[config.mk]
export PLATFORM = sky130hd
export DESIGN_NAME = fsm_moore_ascon_ctrl
export DESIGN_NICKNAME = d
export VERILOG_FILES = /design/src/rtl/fsm_moore_ascon_ctrl.sv
export SDC_FILE = /design/constraint.sdc
export NUM_CORES = 1
export LEC_CHECK = 0
export BUFFER_PORTS_ARGS = -buffer_cell sky130_fd_sc_hd__buf_2
export CELL_PAD_IN_SITES_DETAIL_PLACEMENT = 2
export CELL_PAD_IN_SITES_GLOBAL_PLACEMENT = 2
export CORE_AREA = 5 5 82 84
export DETAILED_ROUTE_END_ITERATION = 8
export DIE_AREA = 0 0 87 89
export PLACE_DENSITY = 0.82
export SYNTH_ARGS = -nofsm -noshare
export SYNTH_HDL_FRONTEND = slang
export SYNTH_SLANG_ARGS = --single-unit
[constraint.sdc]
create_clock -name clock_i -period 2.6 [get_ports clock_i]
set_input_delay 0.26 -clock clock_i [delete_from_list [all_inputs] [get_ports clock_i]]
set_output_delay 0.26 -clock clock_i [all_outputs]
set_load 0.1 [all_outputs]
[src/rtl/fsm_moore_ascon_ctrl.sv]
// Moore controller sequencing one ASCON AEAD encryption: init, AD blocks, domain separation,
// PT blocks, finalisation and tag. Every output is a registered decode of (state, round).
module fsm_moore_ascon_ctrl #(
  parameter int PA_ROUNDS = 12,
  parameter int PB_ROUNDS = 6,
  parameter int BLK_W     = 4,
  parameter int RND_W     = 4
) (
  input  logic             clock_i,
  input  logic             resetb_i,
  input  logic             start_i,
  input  logic [BLK_W-1:0] nb_ad_i,
  input  logic [BLK_W-1:0] nb_pt_i,
  input  logic             data_valid_i,
  output logic             data_ready_o,
  output logic [RND_W-1:0] round_o,
  output logic             input_mode_o,
  output logic             en_reg_state_o,
  output logic             xor_data_o,
  output logic             xor_key_begin_o,
  output logic             xor_key_end_o,
  output logic             xor_dom_sep_o,
  output logic             en_cipher_o,
  output logic             en_tag_o,
  output logic             end_initialisation_o,
  output logic             busy_o,
  output logic             done_o
);

  typedef enum logic [3:0] {
    S_IDLE    = 4'd0,
    S_LOAD    = 4'd1,
    S_INIT    = 4'd2,
    S_AD_WAIT = 4'd3,
    S_AD_RND  = 4'd4,
    S_DSEP    = 4'd5,
    S_PT_WAIT = 4'd6,
    S_PT_RND  = 4'd7,
    S_FIN     = 4'd8,
    S_TAG     = 4'd9
  } state_e;

  typedef struct packed {
    logic data_ready;
    logic input_mode;
    logic en_reg_state;
    logic xor_data;
    logic xor_key_begin;
    logic xor_key_end;
    logic xor_dom_sep;
    logic en_cipher;
    logic en_tag;
    logic end_init;
    logic busy;
    logic done;
  } ctrl_t;

  // Round counter holds the actual round-constant index; every phase ends on round 11.
  localparam logic [RND_W-1:0] RND_A0   = RND_W'(12 - PA_ROUNDS);
  localparam logic [RND_W-1:0] RND_B0   = RND_W'(12 - PB_ROUNDS);
  localparam logic [RND_W-1:0] RND_LAST = RND_W'(11);
  localparam logic [BLK_W-1:0] BLK_ONE  = BLK_W'(1);

  state_e           state_q, state_d;
  logic [RND_W-1:0] rnd_q, rnd_d;
  logic [BLK_W-1:0] ad_q, ad_d, pt_q, pt_d;
  ctrl_t            out_q, out_d;
  logic             xfer;

  assign xfer = data_valid_i & ((state_q == S_AD_WAIT) | (state_q == S_PT_WAIT));

  function automatic ctrl_t decode(input state_e s, input logic [RND_W-1:0] r);
    ctrl_t c;
    c      = '0;
    c.busy = (s != S_IDLE);
    case (s)
      S_LOAD: begin
        c.input_mode   = 1'b1;
        c.en_reg_state = 1'b1;
      end
      S_INIT: begin
        c.en_reg_state = 1'b1;
        c.xor_key_end  = (r == RND_LAST);
        c.end_init     = (r == RND_LAST);
      end
      S_AD_WAIT, S_PT_WAIT: c.data_ready = 1'b1;
      S_AD_RND: begin
        c.en_reg_state = 1'b1;
        c.xor_data     = (r == RND_B0);
      end
      S_DSEP: begin
        c.en_reg_state = 1'b1;
        c.xor_dom_sep  = 1'b1;
      end
      S_PT_RND: begin
        c.en_reg_state = 1'b1;
        c.xor_data     = (r == RND_B0);
        c.en_cipher    = (r == RND_B0);
      end
      // Last PT block is absorbed on the first FIN cycle together with the key XOR.
      S_FIN: begin
        c.en_reg_state  = 1'b1;
        c.xor_data      = (r == RND_A0);
        c.en_cipher     = (r == RND_A0);
        c.xor_key_begin = (r == RND_A0);
        c.xor_key_end   = (r == RND_LAST);
      end
      S_TAG: begin
        c.en_tag = 1'b1;
        c.done   = 1'b1;
      end
      default: c = '0;
    endcase
    return c;
  endfunction

  always_comb begin
    state_d = state_q;
    rnd_d   = rnd_q;
    ad_d    = ad_q;
    pt_d    = pt_q;
    case (state_q)
      S_IDLE: begin
        if (start_i) begin
          state_d = S_LOAD;
          ad_d    = nb_ad_i;
          pt_d    = (nb_pt_i == '0) ? BLK_ONE : nb_pt_i;
        end
      end
      S_LOAD: begin
        state_d = S_INIT;
        rnd_d   = RND_A0;
      end
      S_INIT: begin
        if (rnd_q == RND_LAST) begin
          rnd_d   = '0;
          state_d = (ad_q != '0) ? S_AD_WAIT : S_DSEP;
        end else begin
          rnd_d = rnd_q + RND_W'(1);
        end
      end
      S_AD_WAIT: begin
        if (xfer) begin
          state_d = S_AD_RND;
          rnd_d   = RND_B0;
        end
      end
      S_AD_RND: begin
        if (rnd_q == RND_LAST) begin
          rnd_d   = '0;
          ad_d    = ad_q - BLK_ONE;
          state_d = (ad_q > BLK_ONE) ? S_AD_WAIT : S_DSEP;
        end else begin
          rnd_d = rnd_q + RND_W'(1);
        end
      end
      S_DSEP: state_d = S_PT_WAIT;
      S_PT_WAIT: begin
        if (xfer) begin
          if (pt_q > BLK_ONE) begin
            state_d = S_PT_RND;
            rnd_d   = RND_B0;
          end else begin
            state_d = S_FIN;
            rnd_d   = RND_A0;
          end
        end
      end
      S_PT_RND: begin
        if (rnd_q == RND_LAST) begin
          rnd_d   = '0;
          pt_d    = pt_q - BLK_ONE;
          state_d = S_PT_WAIT;
        end else begin
          rnd_d = rnd_q + RND_W'(1);
        end
      end
      S_FIN: begin
        if (rnd_q == RND_LAST) begin
          rnd_d   = '0;
          state_d = S_TAG;
        end else begin
          rnd_d = rnd_q + RND_W'(1);
        end
      end
      S_TAG: state_d = S_IDLE;
      default: begin
        state_d = S_IDLE;
        rnd_d   = '0;
        ad_d    = '0;
        pt_d    = '0;
      end
    endcase
    out_d = decode(state_d, rnd_d);
  end

  always_ff @(posedge clock_i or negedge resetb_i) begin
    if (!resetb_i) begin
      state_q <= S_IDLE;
      rnd_q   <= '0;
      ad_q    <= '0;
      pt_q    <= '0;
      out_q   <= '0;
    end else begin
      state_q <= state_d;
      rnd_q   <= rnd_d;
      ad_q    <= ad_d;
      pt_q    <= pt_d;
      out_q   <= out_d;
    end
  end

  assign round_o              = rnd_q;
  assign data_ready_o         = out_q.data_ready;
  assign input_mode_o         = out_q.input_mode;
  assign en_reg_state_o       = out_q.en_reg_state;
  assign xor_data_o           = out_q.xor_data;
  assign xor_key_begin_o      = out_q.xor_key_begin;
  assign xor_key_end_o        = out_q.xor_key_end;
  assign xor_dom_sep_o        = out_q.xor_dom_sep;
  assign en_cipher_o          = out_q.en_cipher;
  assign en_tag_o             = out_q.en_tag;
  assign end_initialisation_o = out_q.end_init;
  assign busy_o               = out_q.busy;
  assign done_o               = out_q.done;

endmodule

==> impl_metrics.toml <==
[synthesis]
synth_top_cell_by_area = "dfrtp_1"
yosysUniqueCellTypes = 65
synth_warnings = 0
synthArstFlopShare = 1.00
synth_area_um2 = 1980
synth_area_leaders = "dfrtp_1 (34%), o21ai_0 (5.1%), ha_1 (3.8%)"
ys_seq_area_frac = 0.341
synth_nets = 240
ys_seq_elements = 27
postSynthCellCount = 222
synth-edff-count = 0
synth_top_area_frac = 0.341
synth_area_per_cell_um2 = 8.93
synth_top_flop_cell = "dfrtp_1"

[global_route]
grt_pass1_wl_mm = 10.7
grt_max_degree = 28
grt_pass1_vias = 2082
antenna_found_initial = 0
grt_overflow = 0
grtUsageTotal = 0.177

[routing]
route.detailed.drc = 0
drt_iter0_drc = 81
dr.pass1.iters = 4
vias_per_cell = 5.76
postRouteAntennaNets = 0
routedWlPerCell_um = 19.7
via_count = 1901
wl_mm = 6.51

[die]
start_util = 0.339
fp.dieW_um = 87
core_area_um2 = 5850
pin_count = 28
die-area_um2 = 7740
fp.dieH_um = 89
rows = 28

[sta]
slew_headroom = 0.566
grt_setup_unrepaired = "false"
setup_tns_ps = 0
max_freq_ghz = 0.397
worst_slew_pin_slew_ps = 650
finalSetupViolations = 0
clock_skew_ps = 3.87
period_needed_ps = 2520
slew_violations = 0
holdWs_ps = -14.1
hold_viol_final = 27
min_period_over_period = 0.969
fin_ws_ps = 81.0

[place]
port_buffers = 27
place_congestion = 0.759
dpl.hpwl_mm = 4.94
place_inst = 326
preCtsSetupSlack_ps = 179

[clock_network]
path_clk_slew_ps = 100
hold_buffers = 0
cts_root_buf = "clkbuf_8"
htreeDepth = 1
worstSkewPairLatency_ps = 290
clockBufferDepth = 2
cts_setup_buffers = 0
clkSinkCount = 27
cts_tree = "built"
cts_buffers = 3
cts_resized = 0

[outcome]
violations = "hold timing"
status = "finished, violations left"

[finish]
antenna_cells = 0
fill_cells = 658
final_cells = 330
regArea_um2 = 678
multiInputGateArea_um2 = 1170
area_delta_synth_final_pct = 15.5
num-nets-final = 274
drive_above_1_share = 0.267

[run]
cap_violations = 0

[min_path]
hold_path.class = "primary input to asynchronous set/reset pin"

[power]
fin_total_pwr_mw = 2.96
p_leak_nw = 1.06
ir_drop_mv = 0.529
p_per_area_nw_per_um2 = 1290

[worst_setup_path]
slowest_stage = "dfrtp_1"
cp_max_fo = 4
cp.depth = 8
cpLargestDelayFamily = "compound AO/OA/AOI/OAI gates"
critical_path.most_common_cell = "a211o_1"
critical_path_buf_inv_count = 1
critPathArrivalTime_ps = 2730
end_kind = "register"
critPathRequiredTime_ps = 2810
crit_type = "register to register"
crit_chain = "inv_1 > ha_1 > or2_2 > a31oi_1 > a221oi_2 > a211o_1 > a211o_1 > a211oi_2"
critPathMaxStageDelay_ps = 390
start_kind = "register"
ff2ff_path_depth = 8
[metal layers]
layer,global-route usage,vias to the layer above,part of all wire
li1,-,900,-
met1,0.236,977,0.47
met2,0.298,16,0.51
met3,0.0147,8,0.012
met4,0.0666,0,0.014
met5,0,-,0
[power breakdown]
| part | switching [mW] | leakage [nW] | internal (mW) |
|---|---|---|---|
| Combinational | 1.35 | 0.688 | 0.622 |
| Sequential | 0.164 | 0.349 | 0.559 |
| Clock | 0.153 | 0.0217 | 0.110 |
| Total | 1.67 | 1.06 | 1.29 |
[metrics by stage]
stage	cell area [um^2]	hold slack, ps	util
after floorplan	1980	-35.6	-
after global placement	2230	320	0.382
after detailed placement	2230	325	0.382
after CTS	2280	4.24	0.390
after global routing	2290	40.2	0.391
final	2290	-14.1	0.391
[state kept, by name, indices dropped and copies added (netlist names)]
signal / cells
ad_q: 4
pt_q: 4
round_o: 4
state_q: 4
busy_o: 1
data_ready_o: 1
done_o: 1
en_cipher_o: 1
en_reg_state_o: 1
end_initialisation_o: 1
input_mode_o: 1
xor_data_o: 1
xor_dom_sep_o: 1
xor_key_begin_o: 1
xor_key_end_o: 1
[worst register-to-register path, cell delays in order, from the launching register on]
cell      delay, ps
dfrtp_1         390
inv_1            80
ha_1            250
or2_2           350
a31oi_1         330
a221oi_2        170
a211o_1         320
a211o_1         330
a211oi_2        220
[cell type report]
class                   instances  area share
multi-input cells             169       0.512
flip-flops and latches         27       0.296
repair buffers                 42       0.108
well taps                      75      0.0410
inverters                      13      0.0213
clock buffers                   3      0.0180
clock inverters                 1     0.00328
[logic make-up after synthesis]
kind of cell | after synthesis | synth area share
compound gates | 78 | 0.275
mux | 1 | 0.00505
fa+ha+maj | 6 | 0.0379
flops | 27 | 0.341
xor+xnor | 5 | 0.0259
buf+inv | 26 | 0.0707
simple gates | 79 | 0.244
[Yosys cell counts (2+ instances only)]
library cell and instances:
a211oi_2 2, a211oi_1 4, ha_1 6, xor2_1 4
o2111a_1 2, nand3_1 10, nand3b_1 3, buf_2 4
and2_1 2, o211ai_1 2, buf_6 2, or3_1 4
a21oi_1 14, nor2_1 18, nor3_1 8, a221oi_1 2
or2_2 2, dfrtp_1 27, nor3b_1 3, nand4_1 2
a311oi_1 2, buf_4 6, inv_1 12, nor2b_1 5
a21boi_0 2, a21o_1 2, and3b_1 3, o21ai_0 20
a211o_1 2, and3_1 3, nand2_1 3, a31oi_1 3
or2_1 2, o2111ai_1 2, a22oi_1 3, o21a_1 2
[placed cells by master (no fill, tap or decap), types with 3 or more instances in the layout]
| cell | synthesis | final |
|---|---|---|
| a21oi_1 | 14 | 14 |
| a211oi_1 | 4 | 4 |
| o21ai_0 | 20 | 20 |
| nor2_1 | 18 | 18 |
| buf_4 | 6 | 15 |
| nand3b_1 | 3 | 3 |
| and3_1 | 3 | 3 |
| nand3_1 | 10 | 10 |
| clkbuf_8 | 0 | 3 |
| and3b_1 | 3 | 3 |
| dfrtp_1 | 27 | 25 |
| a22oi_1 | 3 | 3 |
| xor2_1 | 4 | 4 |
| nor3b_1 | 3 | 3 |
| a31oi_1 | 3 | 3 |
| nor3_1 | 8 | 8 |
| inv_1 | 12 | 12 |
| ha_1 | 6 | 6 |
| or3_1 | 4 | 4 |
| nand2_1 | 3 | 3 |
| nor2b_1 | 5 | 5 |
| buf_2 | 4 | 27 |
[final timing paths]
path                                           from                      end  slack [ps]
worst max-delay path            pt_q[0]$_DFFE_PN0P_  xor_key_end_o$_DFF_PN0_          80
worst min-delay path                       resetb_i      ad_q[1]$_DFFE_PN0P_         -10
worst max register to register  pt_q[0]$_DFFE_PN0P_  xor_key_end_o$_DFF_PN0_          80
worst min register to register  pt_q[1]$_DFFE_PN0P_      pt_q[1]$_DFFE_PN0P_         580
max in group asynchronous                  resetb_i     round_o[1]$_DFF_PN0_        2150
min in group clock_i                     nb_ad_i[0]      ad_q[0]$_DFFE_PN0P_         250
No activity file was read; power rests on OpenSTA's default activity.
